## src/rtl/matload_pkg.sv

```systemverilog
// Shared constants and state encoding for the matrix operand loader.
package matload_pkg;

    localparam int ELEM_W    = 16;
    localparam int N_ELEM    = 9;
    localparam int FRAME_LEN = 18;
    localparam int IDX_W     = 5;

    typedef enum logic [1:0] {
        LOAD_A = 2'd0,
        LOAD_B = 2'd1,
        HOLD   = 2'd2
    } state_t;

endpackage

```

## src/rtl/matload_frame_buf.sv

```systemverilog
// One frame of operand storage: A in words 0..N_ELEM-1, B after it.
// The ld port replaces the whole frame in one edge and wins over we.
module matload_frame_buf
    import matload_pkg::*;
#(
    parameter int ELEM_W = matload_pkg::ELEM_W,
    parameter int N_ELEM = matload_pkg::N_ELEM
) (
    input  logic                         clk,
    input  logic                         we,
    input  logic [IDX_W-1:0]             idx,
    input  logic [ELEM_W-1:0]            data,
    input  logic                         ld,
    input  logic [2*N_ELEM*ELEM_W-1:0]   ld_frame,
    output logic [N_ELEM*ELEM_W-1:0]     a_mat,
    output logic [N_ELEM*ELEM_W-1:0]     b_mat
);

    localparam int FL = 2 * N_ELEM;

    // Data storage only, so no reset.
    logic [ELEM_W-1:0] mem [FL];

    always_ff @(posedge clk) begin
        if (ld) begin
            for (int k = 0; k < FL; k++) begin
                mem[k] <= ld_frame[k*ELEM_W +: ELEM_W];
            end
        end else if (we) begin
            mem[idx] <= data;
        end
    end

    for (genvar k = 0; k < N_ELEM; k++) begin : g_out
        assign a_mat[k*ELEM_W +: ELEM_W] = mem[k];
        assign b_mat[k*ELEM_W +: ELEM_W] = mem[k+N_ELEM];
    end

endmodule

```

## src/rtl/matrix_operand_loader.sv

```systemverilog
// Serial-to-parallel loader that assembles 18-word frames into the A/B operands of the 3x3 subtractor.
// Optional MATLOAD_PREFETCH_EN adds a shadow frame that fills while the output frame is held.
//
// state  | meaning
// LOAD_A | filling minuend, idx 0..8
// LOAD_B | filling subtrahend, idx 9..17
// HOLD   | complete frame presented, out_valid=1
module matrix_operand_loader
    import matload_pkg::*;
#(
    parameter int ELEM_W = matload_pkg::ELEM_W,
    parameter int N_ELEM = matload_pkg::N_ELEM
) (
    input  logic                      clk,
    input  logic                      rst,
    input  logic                      clr,
    input  logic                      in_valid,
    output logic                      in_ready,
    input  logic [ELEM_W-1:0]         in_data,
    input  logic                      in_last,
    output logic                      out_valid,
    input  logic                      out_ready,
    output logic [N_ELEM*ELEM_W-1:0]  a_mat,
    output logic [N_ELEM*ELEM_W-1:0]  b_mat,
    output logic                      err
);

    localparam int FW = 2 * N_ELEM * ELEM_W;
    localparam logic [IDX_W-1:0] A_END = IDX_W'(N_ELEM - 1);
    localparam logic [IDX_W-1:0] F_END = IDX_W'(2 * N_ELEM - 1);

    state_t           state_q, state_d;
    logic [IDX_W-1:0] idx_q, idx_d;
    logic             err_q, err_d;
    logic             acc;
    logic             main_we, main_ld;
    logic [FW-1:0]    main_ld_frame;

`ifdef MATLOAD_PREFETCH_EN
    logic [IDX_W-1:0]         sidx_q, sidx_d, sidx_n;
    logic                     sfull_q, sfull_d, sfull_n;
    logic                     sh_we;
    logic [N_ELEM*ELEM_W-1:0] sh_a, sh_b;
`endif

    always_ff @(posedge clk or posedge rst) begin
        if (rst) begin
            state_q <= LOAD_A;
            idx_q   <= '0;
            err_q   <= 1'b0;
`ifdef MATLOAD_PREFETCH_EN
            sidx_q  <= '0;
            sfull_q <= 1'b0;
`endif
        end else begin
            state_q <= state_d;
            idx_q   <= idx_d;
            err_q   <= err_d;
`ifdef MATLOAD_PREFETCH_EN
            sidx_q  <= sidx_d;
            sfull_q <= sfull_d;
`endif
        end
    end

    always_comb begin
        state_d = state_q;
        idx_d   = idx_q;
        err_d   = 1'b0;
        main_we = 1'b0;
        main_ld = 1'b0;
`ifdef MATLOAD_PREFETCH_EN
        sidx_d  = sidx_q;
        sfull_d = sfull_q;
        sidx_n  = sidx_q;
        sfull_n = sfull_q;
        sh_we   = 1'b0;
        in_ready = !rst && !clr && ((state_q != HOLD) || !sfull_q);
`else
        in_ready = !rst && !clr && (state_q != HOLD);
`endif
        acc = in_valid && in_ready;

        if (clr) begin
            state_d = LOAD_A;
            idx_d   = '0;
`ifdef MATLOAD_PREFETCH_EN
            sidx_d  = '0;
            sfull_d = 1'b0;
`endif
        end else begin
            case (state_q)
                LOAD_A, LOAD_B: begin
                    if (acc) begin
                        main_we = 1'b1;
                        if (idx_q == F_END) begin
                            state_d = HOLD;
                            idx_d   = '0;
                            err_d   = !in_last;
                        end else if (in_last) begin
                            state_d = LOAD_A;
                            idx_d   = '0;
                            err_d   = 1'b1;
                        end else begin
                            idx_d = idx_q + 1'b1;
                            if (idx_q == A_END) state_d = LOAD_B;
                        end
                    end
                end
                HOLD: begin
`ifdef MATLOAD_PREFETCH_EN
                    if (acc) begin
                        sh_we = 1'b1;
                        if (sidx_q == F_END) begin
                            sfull_n = 1'b1;
                            sidx_n  = '0;
                            err_d   = !in_last;
                        end else if (in_last) begin
                            sidx_n = '0;
                            err_d  = 1'b1;
                        end else begin
                            sidx_n = sidx_q + 1'b1;
                        end
                    end
                    // On acceptance the shadow (including this cycle's word) becomes the output frame;
                    // a partial shadow resumes loading from where it stopped.
                    if (out_ready) begin
                        sidx_d  = '0;
                        sfull_d = 1'b0;
                        if (sfull_n) begin
                            main_ld = 1'b1;
                        end else if (sidx_n != '0) begin
                            main_ld = 1'b1;
                            idx_d   = sidx_n;
                            state_d = (sidx_n > A_END) ? LOAD_B : LOAD_A;
                        end else begin
                            state_d = LOAD_A;
                            idx_d   = '0;
                        end
                    end else begin
                        sidx_d  = sidx_n;
                        sfull_d = sfull_n;
                    end
`else
                    if (out_ready) begin
                        state_d = LOAD_A;
                        idx_d   = '0;
                    end
`endif
                end
                default: begin
                    state_d = LOAD_A;
                    idx_d   = '0;
                end
            endcase
        end
    end

`ifdef MATLOAD_PREFETCH_EN
    always_comb begin
        main_ld_frame = {sh_b, sh_a};
        if (sh_we) main_ld_frame[int'(sidx_q)*ELEM_W +: ELEM_W] = in_data;
    end

    matload_frame_buf #(.ELEM_W(ELEM_W), .N_ELEM(N_ELEM)) u_shadow (
        .clk      (clk),
        .we       (sh_we),
        .idx      (sidx_q),
        .data     (in_data),
        .ld       (1'b0),
        .ld_frame ({FW{1'b0}}),
        .a_mat    (sh_a),
        .b_mat    (sh_b)
    );
`else
    assign main_ld_frame = '0;
`endif

    matload_frame_buf #(.ELEM_W(ELEM_W), .N_ELEM(N_ELEM)) u_main (
        .clk      (clk),
        .we       (main_we),
        .idx      (idx_q),
        .data     (in_data),
        .ld       (main_ld),
        .ld_frame (main_ld_frame),
        .a_mat    (a_mat),
        .b_mat    (b_mat)
    );

    assign out_valid = (state_q == HOLD);
    assign err       = err_q;

endmodule

```

## config.mk

```make
export PLATFORM = sky130hd
export DESIGN_NAME = matrix_operand_loader
export DESIGN_NICKNAME = d
export VERILOG_FILES = /design/src/rtl/matload_pkg.sv /design/src/rtl/matload_frame_buf.sv /design/src/rtl/matrix_operand_loader.sv
export SDC_FILE = /design/constraint.sdc
export NUM_CORES = 1
export LEC_CHECK = 0
export BUFFER_PORTS_ARGS = -buffer_cell sky130_fd_sc_hd__buf_2
export CAP_MARGIN = 25
export CORE_ASPECT_RATIO = 1.5
export CORE_MARGIN = 1.5
export CORE_UTILIZATION = 47
export CTS_BUF_LIST = sky130_fd_sc_hd__clkbuf_2 sky130_fd_sc_hd__clkbuf_4 sky130_fd_sc_hd__clkbuf_8
export CTS_CLUSTER_DIAMETER = 100
export DETAILED_ROUTE_END_ITERATION = 8
export PLACE_DENSITY = 0.78
export SKIP_CTS_REPAIR_TIMING = 1
export SYNTH_ARGS = -nofsm -noshare
export SYNTH_HDL_FRONTEND = slang
export SYNTH_SLANG_ARGS = --single-unit
```

## constraint.sdc

```tcl
create_clock -name clk -period 2 [get_ports clk]
set_clock_uncertainty 0.1 [all_clocks]
set_input_delay 0.2 -clock clk [delete_from_list [all_inputs] [get_ports clk]]
set_output_delay 0.2 -clock clk [all_outputs]
set_load 0.005 [all_outputs]
```

After elaboration in Yosys (flattened, before gate mapping):

Memories as Yosys holds them, arrays and structs flattened.
Cells that the tools add are included.

* add/sub/neg operators: 1
* eq/ne operators: 8
* muxes and demuxes: 23
* reductions and logical operators: 10

Operators by type and width (number)
* $mux 5: 5
* $mux 2: 6
* $mux 1: 10
* $pmux 5 s2: 1
* $add 5x1->5 const B: 1
* $eq 5x4->1 const B: 1
* $eq 5x5->1 const B: 1
* $ne 5x5->1 const B: 1
* $pmux 2 s2: 1
* $logic_and 1x1->1: 3
* $logic_not 1->1: 3
* $ne 3x2->1 const B: 1
* $ne 3x3->1 const B: 1
* $reduce_and 3->1: 1
* $eq 2x1->1 const B: 1
* $eq 2x2->1 const B: 1
* $logic_not 2->1: 1
* $ne 2x2->1 const B: 1
* $reduce_and 2->1: 1
* $reduce_or 2->1: 1

* flip-flop bits (word level): 8
* memory bits (writable): 288
* output and inout bits: 291
* word-level logic and storage cells: 46
* memories kept: 1

Memory list
* u_main.mem: depth 18, width 16, rd ports 18, clocked after Yosys merged registers in 0, wr ports 1, RTL line matload_frame_buf.sv:22 `logic [ELEM_W-1:0] mem [FL];`

Longest topological paths before layout:

Gate-level depths: netlist of run 1.

* word-level depth: 9
* depth in mapped cells: 8
* gate-level depth less buffers: 8

Hierarchy:

Synthesis of run 1 repeated with hierarchy kept, for this count alone.

* cells, all modules: 726
* area, all modules: 13121.3 um^2

Modules (own cells, without submodules)
* matload_frame_buf: instances 1, cells an instance 670, area an instance 12588.3 um^2
* matrix_operand_loader: instances 1, cells an instance 56, area an instance 533.0 um^2

Worst setup path after synthesis of run 1:

No wires, ideal clock.

* path kind: register to register
* start point: register idx_q[2]
* end point: memory u_main.mem[8][0] (enable)
* setup time: 388 ps
* data arrival time: 1627 ps
* path slack: -115 ps
* cell stages (with the launch flop): 4
* buffers on the path: 1
* period minus slack after synthesis: 2115 ps
* cell sequence: dfrtp_1 > buf_6 > or3b_4 > nor2_1

RTL lines
* start: declaration: RTL line matrix_operand_loader.sv:33 `logic [IDX_W-1:0] idx_q, idx_d;`
* start signal: assignment: RTL line matrix_operand_loader.sv:57 `idx_q <= idx_d;`
* end: declaration: RTL line matload_frame_buf.sv:22

No word-level cell before the write port.

Worst setup path after layout of run 1:

* start point: register idx_q[0]
* end point: register state_q[0]

* cells in the longest elaborated chain, start to end: 5
* elaborated cells on any way between the ends: 8
* classes of those cells: eq/ne (3); mux (4); reduce/logical (1)

Ends and longest elaborated chain
* $eq 5x5->1: RTL line matrix_operand_loader.sv:96 `if (idx_q == F_END) begin`
* $mux 2: RTL line matrix_operand_loader.sv:96
* $mux 2: RTL line matrix_operand_loader.sv:94 `if (acc) begin`
* $pmux 2 s2: RTL line matrix_operand_loader.sv:92 `case (state_q)`
* $mux 2: RTL line matrix_operand_loader.sv:84 `if (clr) begin`
* end signal: assignment: RTL line matrix_operand_loader.sv:56 `state_q <= state_d;`
* end: declaration: RTL line matrix_operand_loader.sv:32 `state_t state_q, state_d;`

Parallel ways exist; a longest one is shown, timed or not. The select of a mux whose other input is x is not followed.
A chain may end at the register's enable or synchronous reset.

==> results of run 1 <==
cell usage in the layout, fill, tap and decap left out, types with 4 or more instances in the layout:
cell type      instances
buf_12                 7
buf_2                312
buf_4                 13
clkbuf_4              13
clkbuf_8              41
clkinv_1               6
clkinv_2               7
dfrtp_1                8
dlygate4sd3_1          4
edfxtp_1             288
ha_1                   5
inv_1                 10
nand2_1               10
nand3_1                4
nor2_1                16
nor2_2                 4
per-stage QoR:
step           utilization [%]  instances  worst slack, ps  hold slack, ps
6_report                  63.4       1033              102            17.5
5_1_grt                   63.4       1033             50.9            36.6
4_1_cts                   63.1       1029             52.2            -474
3_5_place_dp              59.2        960             53.0            90.6
3_3_place_gp              59.2        960              133            71.9
2_1_floorplan                -        373             -115           -84.3
sequential cells by signal (all words and copies together) (netlist names):
register,count
state_q,2
err,1
u_main.mem,288
idx_q,5
metal layers:
layer,share of wire [%],routed length [um]
met2,56,13400
met4,2.4,582
met3,6.8,1620
met1,34,8190
met5,0,0
worst min-delay path, delay by kind of cell:
kind                   cells  cell delay (ps)
buffers and inverters      1               90
AOI/OAI and AO/OA          1              120
and+or+nand+nor            3              160
Yosys cell counts:
cell        n
a21oi_1     1
a21oi_2     1
and2_1      2
and4bb_2    1
buf_6       1
dfrtp_1     8
edfxtp_1  288
ha_1        5
inv_1      10
inv_2       1
mux2_1      1
nand2_1    10
nand2b_1    3
nand3_1     4
nand3b_1    2
nor2_1     20
nor2b_1     1
nor3_1      1
nor3_4      1
nor3b_2     1
o21ai_1     2
o22a_1      1
o22ai_1     1
o311ai_1    2
o32ai_2     1
or2_1       2
or3_1       1
or3b_4      1
final timing paths:
check	start	to	slack (ps)
max	idx_q[0]$_DFFE_PP0P_	state_q[0]$_DFFE_PP0P_	100
max reg2reg	idx_q[0]$_DFFE_PP0P_	state_q[0]$_DFFE_PP0P_	100
min in group asynchronous	rst	state_q[0]$_DFFE_PP0P_	100
min reg2reg	state_q[0]$_DFFE_PP0P_	state_q[0]$_DFFE_PP0P_	400
max in group asynchronous	rst	idx_q[1]$_DFFE_PP0P_	1450
min	rst	state_q[1]$_DFFE_PP0P_	20
cells by family (layout without fill, tap and decap cells):
family | after synthesis | count (layout) | share of synthesized area [%]
buffers and inverters | 12 | 416 | 0.565
adder cells (fa/ha/maj) | 5 | 5 | 0.672
AO/OA/AOI/OAI | 9 | 9 | 0.780
AND/OR/NAND/NOR | 50 | 50 | 2.81
multiplexers | 1 | 1 | 0.121
flip-flops | 296 | 296 | 95.1
final cells by class:
cell class | count | area (um2)
flip-flops and latches | 296 | 8850
fillers | 1304 | 7080
repair buffers | 336 | 1840
clock buffers | 54 | 662
multi-input cells | 65 | 433
well taps | 256 | 320
clock inverters | 15 | 95.1
inverters | 11 | 41.3
power groups by stage:
stage / combinational [W] / clock, W / sequential, W
4_1_cts: 0.000242 / 0.00439 / 0.00684
5_1_grt: 0.000266 / 0.00462 / 0.00683
3_3_place_gp: 0.000230 / 0 / 0.00697
2_1_floorplan: 0.0000427 / 0 / 0.00697
6_report: 0.000244 / 0.00431 / 0.00684
3_5_place_dp: 0.000243 / 0 / 0.00697
==> results.toml, run 1 <==
[die]
ios = 313
die_h_um = 175
rows = 62
die_area_um2 = 20700
fp.dieW_um = 118
start_util_pct = 48.2
core_area_um2 = 19300

[final_layout]
drive_gt1_share_pct = 52.5
fin_nets = 777
fin_area_um2 = 12200
area_delta_synth_final_pct = 31.5
antenna_cells = 0

[power_and_ir_drop]
finalPower_w = 0.0114
p_clk_share_pct = 37.8
p_leak_nw = 4.65
p_seq_share_pct = 60.0
p_comb_share_pct = 2.1
ir_drop_uv = 471
p_per_area_nw_per_um2 = 930
power.internal_w = 0.00916
p_sw_w = 0.00223
switching_share_pct = 19.6

[placement]
hpwl_um = 15500
gp_congestion = 0.882
dpl-instance-area_um2 = 11400
io_buffers = 312

[detailed_routing]
via_count = 5073
drc = 0
ant_nets = 0
first_pass_iters = 5
routed_wl_um = 23800
avgRoutedWirePerCell_um = 23.0
first_iter_violations = 418
viasPerCell = 4.91

[global_route]
antenna_found_initial = 1
grt_usage_pct = 22.6
grt_pass1_wl_um = 33500
grt_max_degree = 19
use_met2_pct = 41.6
gr-total-overflow = 0
met1_usage_pct = 25.1
use_met3_pct = 5.00
grt_pass1_vias = 5153
grt.busiest_layer = "met2"

[critical_path]
critPathSlowestCell = "dfrtp_1"
path_buf_inv = 0
rr_worst_depth = 5
critPathMaxFanout = 6
cp_top_family = "simple AND/OR/NAND/NOR gates"
crit_path_end_kind = "register"
cp.arrival_ps = 2180
cp.required_ps = 2280
critical_path_depth = 5
crit_chain = "ha_1 > and4bb_2 > nor3_4 > a21oi_2 > mux2_1"
path_class = "reg2reg"
slowest_delay_ps = 440
startpoint_type = "register"

[timing]
period_share_pct = 94.9
finalCriticalPeriod_ps = 1900
max_freq_mhz = 527
slew_viol_final = 0
worstMarginPinSlew_ps = 552
tns_ps = 0
finalHoldViolations = 0
setup_viol = 0
rsz0062_at_grt = "false"
slew_headroom_pct = 63.2

[cts]
clkSlewWorstSetupHoldPaths_ps = 70
cts_sinks = 296
cts_made_buffers = 40
clk_latency_ps = 500
root_buffer = "clkbuf_8"
cts_tree = "done"
htree_levels = 2
cts_buffer_depth = 3

[synth]
synth_top_area_share_pct = 92.9
ys_top_cells_by_area = "edfxtp_1 (93%), dfrtp_1 (2.2%), nor2_1 (0.81%), ha_1 (0.67%), inv_1 (0.40%)"
synth_top_area_cell = "edfxtp_1"
syn-instance-count = 373
syn-num-nets = 400
syn_area_per_cell_um2 = 25.0
synth.distinct_cells = 28
yosysWarnings = 0
ys_seq_area_share_pct = 95.1
syn_area_um2 = 9310
ys_seq_elements = 296

[min_path]
hold_depth = 5
min_path_type = "in2reg"

[status]
status = "completed"

[run]
maxCapViolCount = 0
(Power assumes the default switching activity.)
==> run 2, diff against run 1 <==
--- a/config.mk
+++ b/config.mk
@@ -7,13 +7,16 @@
 export LEC_CHECK = 0
 export BUFFER_PORTS_ARGS = -buffer_cell sky130_fd_sc_hd__buf_2
 export CAP_MARGIN = 25
+export CELL_PAD_IN_SITES_DETAIL_PLACEMENT = 0
+export CELL_PAD_IN_SITES_GLOBAL_PLACEMENT = 1
 export CORE_ASPECT_RATIO = 1.5
 export CORE_MARGIN = 1.5
-export CORE_UTILIZATION = 47
+export CORE_UTILIZATION = 39
 export CTS_BUF_LIST = sky130_fd_sc_hd__clkbuf_2 sky130_fd_sc_hd__clkbuf_4 sky130_fd_sc_hd__clkbuf_8
 export CTS_CLUSTER_DIAMETER = 100
 export DETAILED_ROUTE_END_ITERATION = 8
-export PLACE_DENSITY = 0.78
+export GPL_ROUTABILITY_DRIVEN = 0
+export PLACE_DENSITY_LB_ADDON = 0.1
 export SKIP_CTS_REPAIR_TIMING = 1
 export SYNTH_ARGS = -nofsm -noshare
 export SYNTH_HDL_FRONTEND = slang
==> results.toml, run 2 (synthesis gave the netlist of run 1 again) <==
[status]
status = "complete, but fails checks"
violations = "hold timing"

[die]
ios = 313
fp.dieW_um = 129
core_area_um2 = 23600
die_h_um = 192
rows = 69
start_util_pct = 39.5
die_area_um2 = 24800

[power_and_ir_drop]
finalPower_w = 0.0119
p_per_area_nw_per_um2 = 951
p_leak_nw = 4.72
ir_drop_uv = 565

[global_route]
grt_max_degree = 19
antenna_found_initial = 0
grt_usage_pct = 19.9
grt_pass1_vias = 5096
grt_pass1_wl_um = 34100
gr-total-overflow = 0

[detailed_routing]
ant_nets = 0
drc = 0
first_iter_violations = 356
avgRoutedWirePerCell_um = 23.0
first_pass_iters = 4
routed_wl_um = 25600
via_count = 5098
viasPerCell = 4.59

[placement]
io_buffers = 312
placed_cells = 1024
hpwl_um = 16300

[final_layout]
fin_nets = 785
area_delta_synth_final_pct = 34.4
reg_top3 = "u_main.mem x288, idx_q x5, state_q x2"
largest_reg_flops = 288
antenna_cells = 0
final_common_cell = "buf_2"
layout_common_cells = "buf_2 (312), edfxtp_1 (288), clkbuf_8 (44)"
top_register = "u_main.mem"
drive_gt1_share_pct = 53.0
final_cells = 1110

[cts]
root_buffer = "clkbuf_8"
cts_sinks = 296
cts_buffer_depth = 3
cts_tree = "done"
cts_made_buffers = 43
clkSlewWorstSetupHoldPaths_ps = 60
htree_levels = 2
clk_latency_ps = 530

[timing]
finalCriticalPeriod_ps = 1910
finalHoldViolations = 1
slew_headroom_pct = 60.5
max_freq_mhz = 523
rsz0062_at_grt = "true"
tns_ps = 0
fin_hold_ws_ps = -15.8
period_share_pct = 95.6
worstMarginPinSlew_ps = 592
slew_viol_final = 0
setup_viol = 0

[critical_path]
crit_path_end_kind = "register"
r2r-end = "u_main.mem[11][13]$_DFFE_PP_"
path_class = "reg2reg"
ff2ff_setup_slack_ps = 90
startpoint_type = "register"
r2r-start = "state_q[1]$_DFFE_PP0P_"
cp.required_ps = 2140
critPathMaxFanout = 16
rr_worst_depth = 4
cp.arrival_ps = 2050

[min_path]
hold_depth = 5
min_path_type = "in2reg"
min_to = "state_q[1]$_DFFE_PP0P_"
min-delay-start = "rst"

[run]
maxCapViolCount = 0
## run 2: cell type report
| type | count | area [um2] |
|---|---|---|
| clock buffers | 61 | 733 |
| flip-flops and latches | 296 | 8850 |
| inverters | 11 | 41.3 |
| clock inverters | 17 | 130 |
| multi-input cells | 65 | 425 |
| well taps | 319 | 399 |
| repair buffers | 341 | 1930 |
| fillers | 1972 | 11100 |
## run 2: how the worst max path moves through the flow
stage                                start                           end  slack (ps)  cells past startpoint
floorplan             idx_q[2]$_DFFE_PP0P_    u_main.mem[8][0]$_DFFE_PP_        -120                      3
global placement                       rst    u_main.mem[2][9]$_DFFE_PP_           4                      6
detailed placement                     rst    u_main.mem[7][7]$_DFFE_PP_         -30                      6
CTS                 state_q[1]$_DFFE_PP0P_  u_main.mem[11][14]$_DFFE_PP_         120                      4
global route          idx_q[1]$_DFFE_PP0P_          idx_q[4]$_DFFE_PP0P_         -40                      8
finish              state_q[1]$_DFFE_PP0P_  u_main.mem[11][13]$_DFFE_PP_          90                      4
## run 2: worst max-delay path, cell delays in order, from the launching register on
cell and delay (ps):
dfrtp_1 410, nor3b_2 360, nand2_1 290, nor2_1 260, buf_12 190
## run 2: metrics by stage
stage          cell area [um2]  utilization (%)  hold WS [ps]  setup slack, ps
6_report                 12500             53.1         -15.8             87.7
5_1_grt                  12500             53.1          9.13            -45.0
4_1_cts                  12400             52.7          -496              123
3_5_place_dp             11600             49.1          91.3            -28.4
3_3_place_gp             11600             49.1          82.0             3.69
2_1_floorplan             9320                -         -84.3             -115
## run 2: where the power goes
group	total (W)	internal [W]	switching, W
logic	0.000250	0.0000576	0.000192
registers	0.00684	0.00683	0.0000107
clock network	0.00481	0.00262	0.00219
## run 2: routing by layer
layer	GRT usage [%]	up-vias	wire length, um
li1	-	2244	-
met1	22.1	2558	9240
met2	36.0	238	13800
met3	4.57	58	1630
met4	8.60	0	892
met5	0	-	0
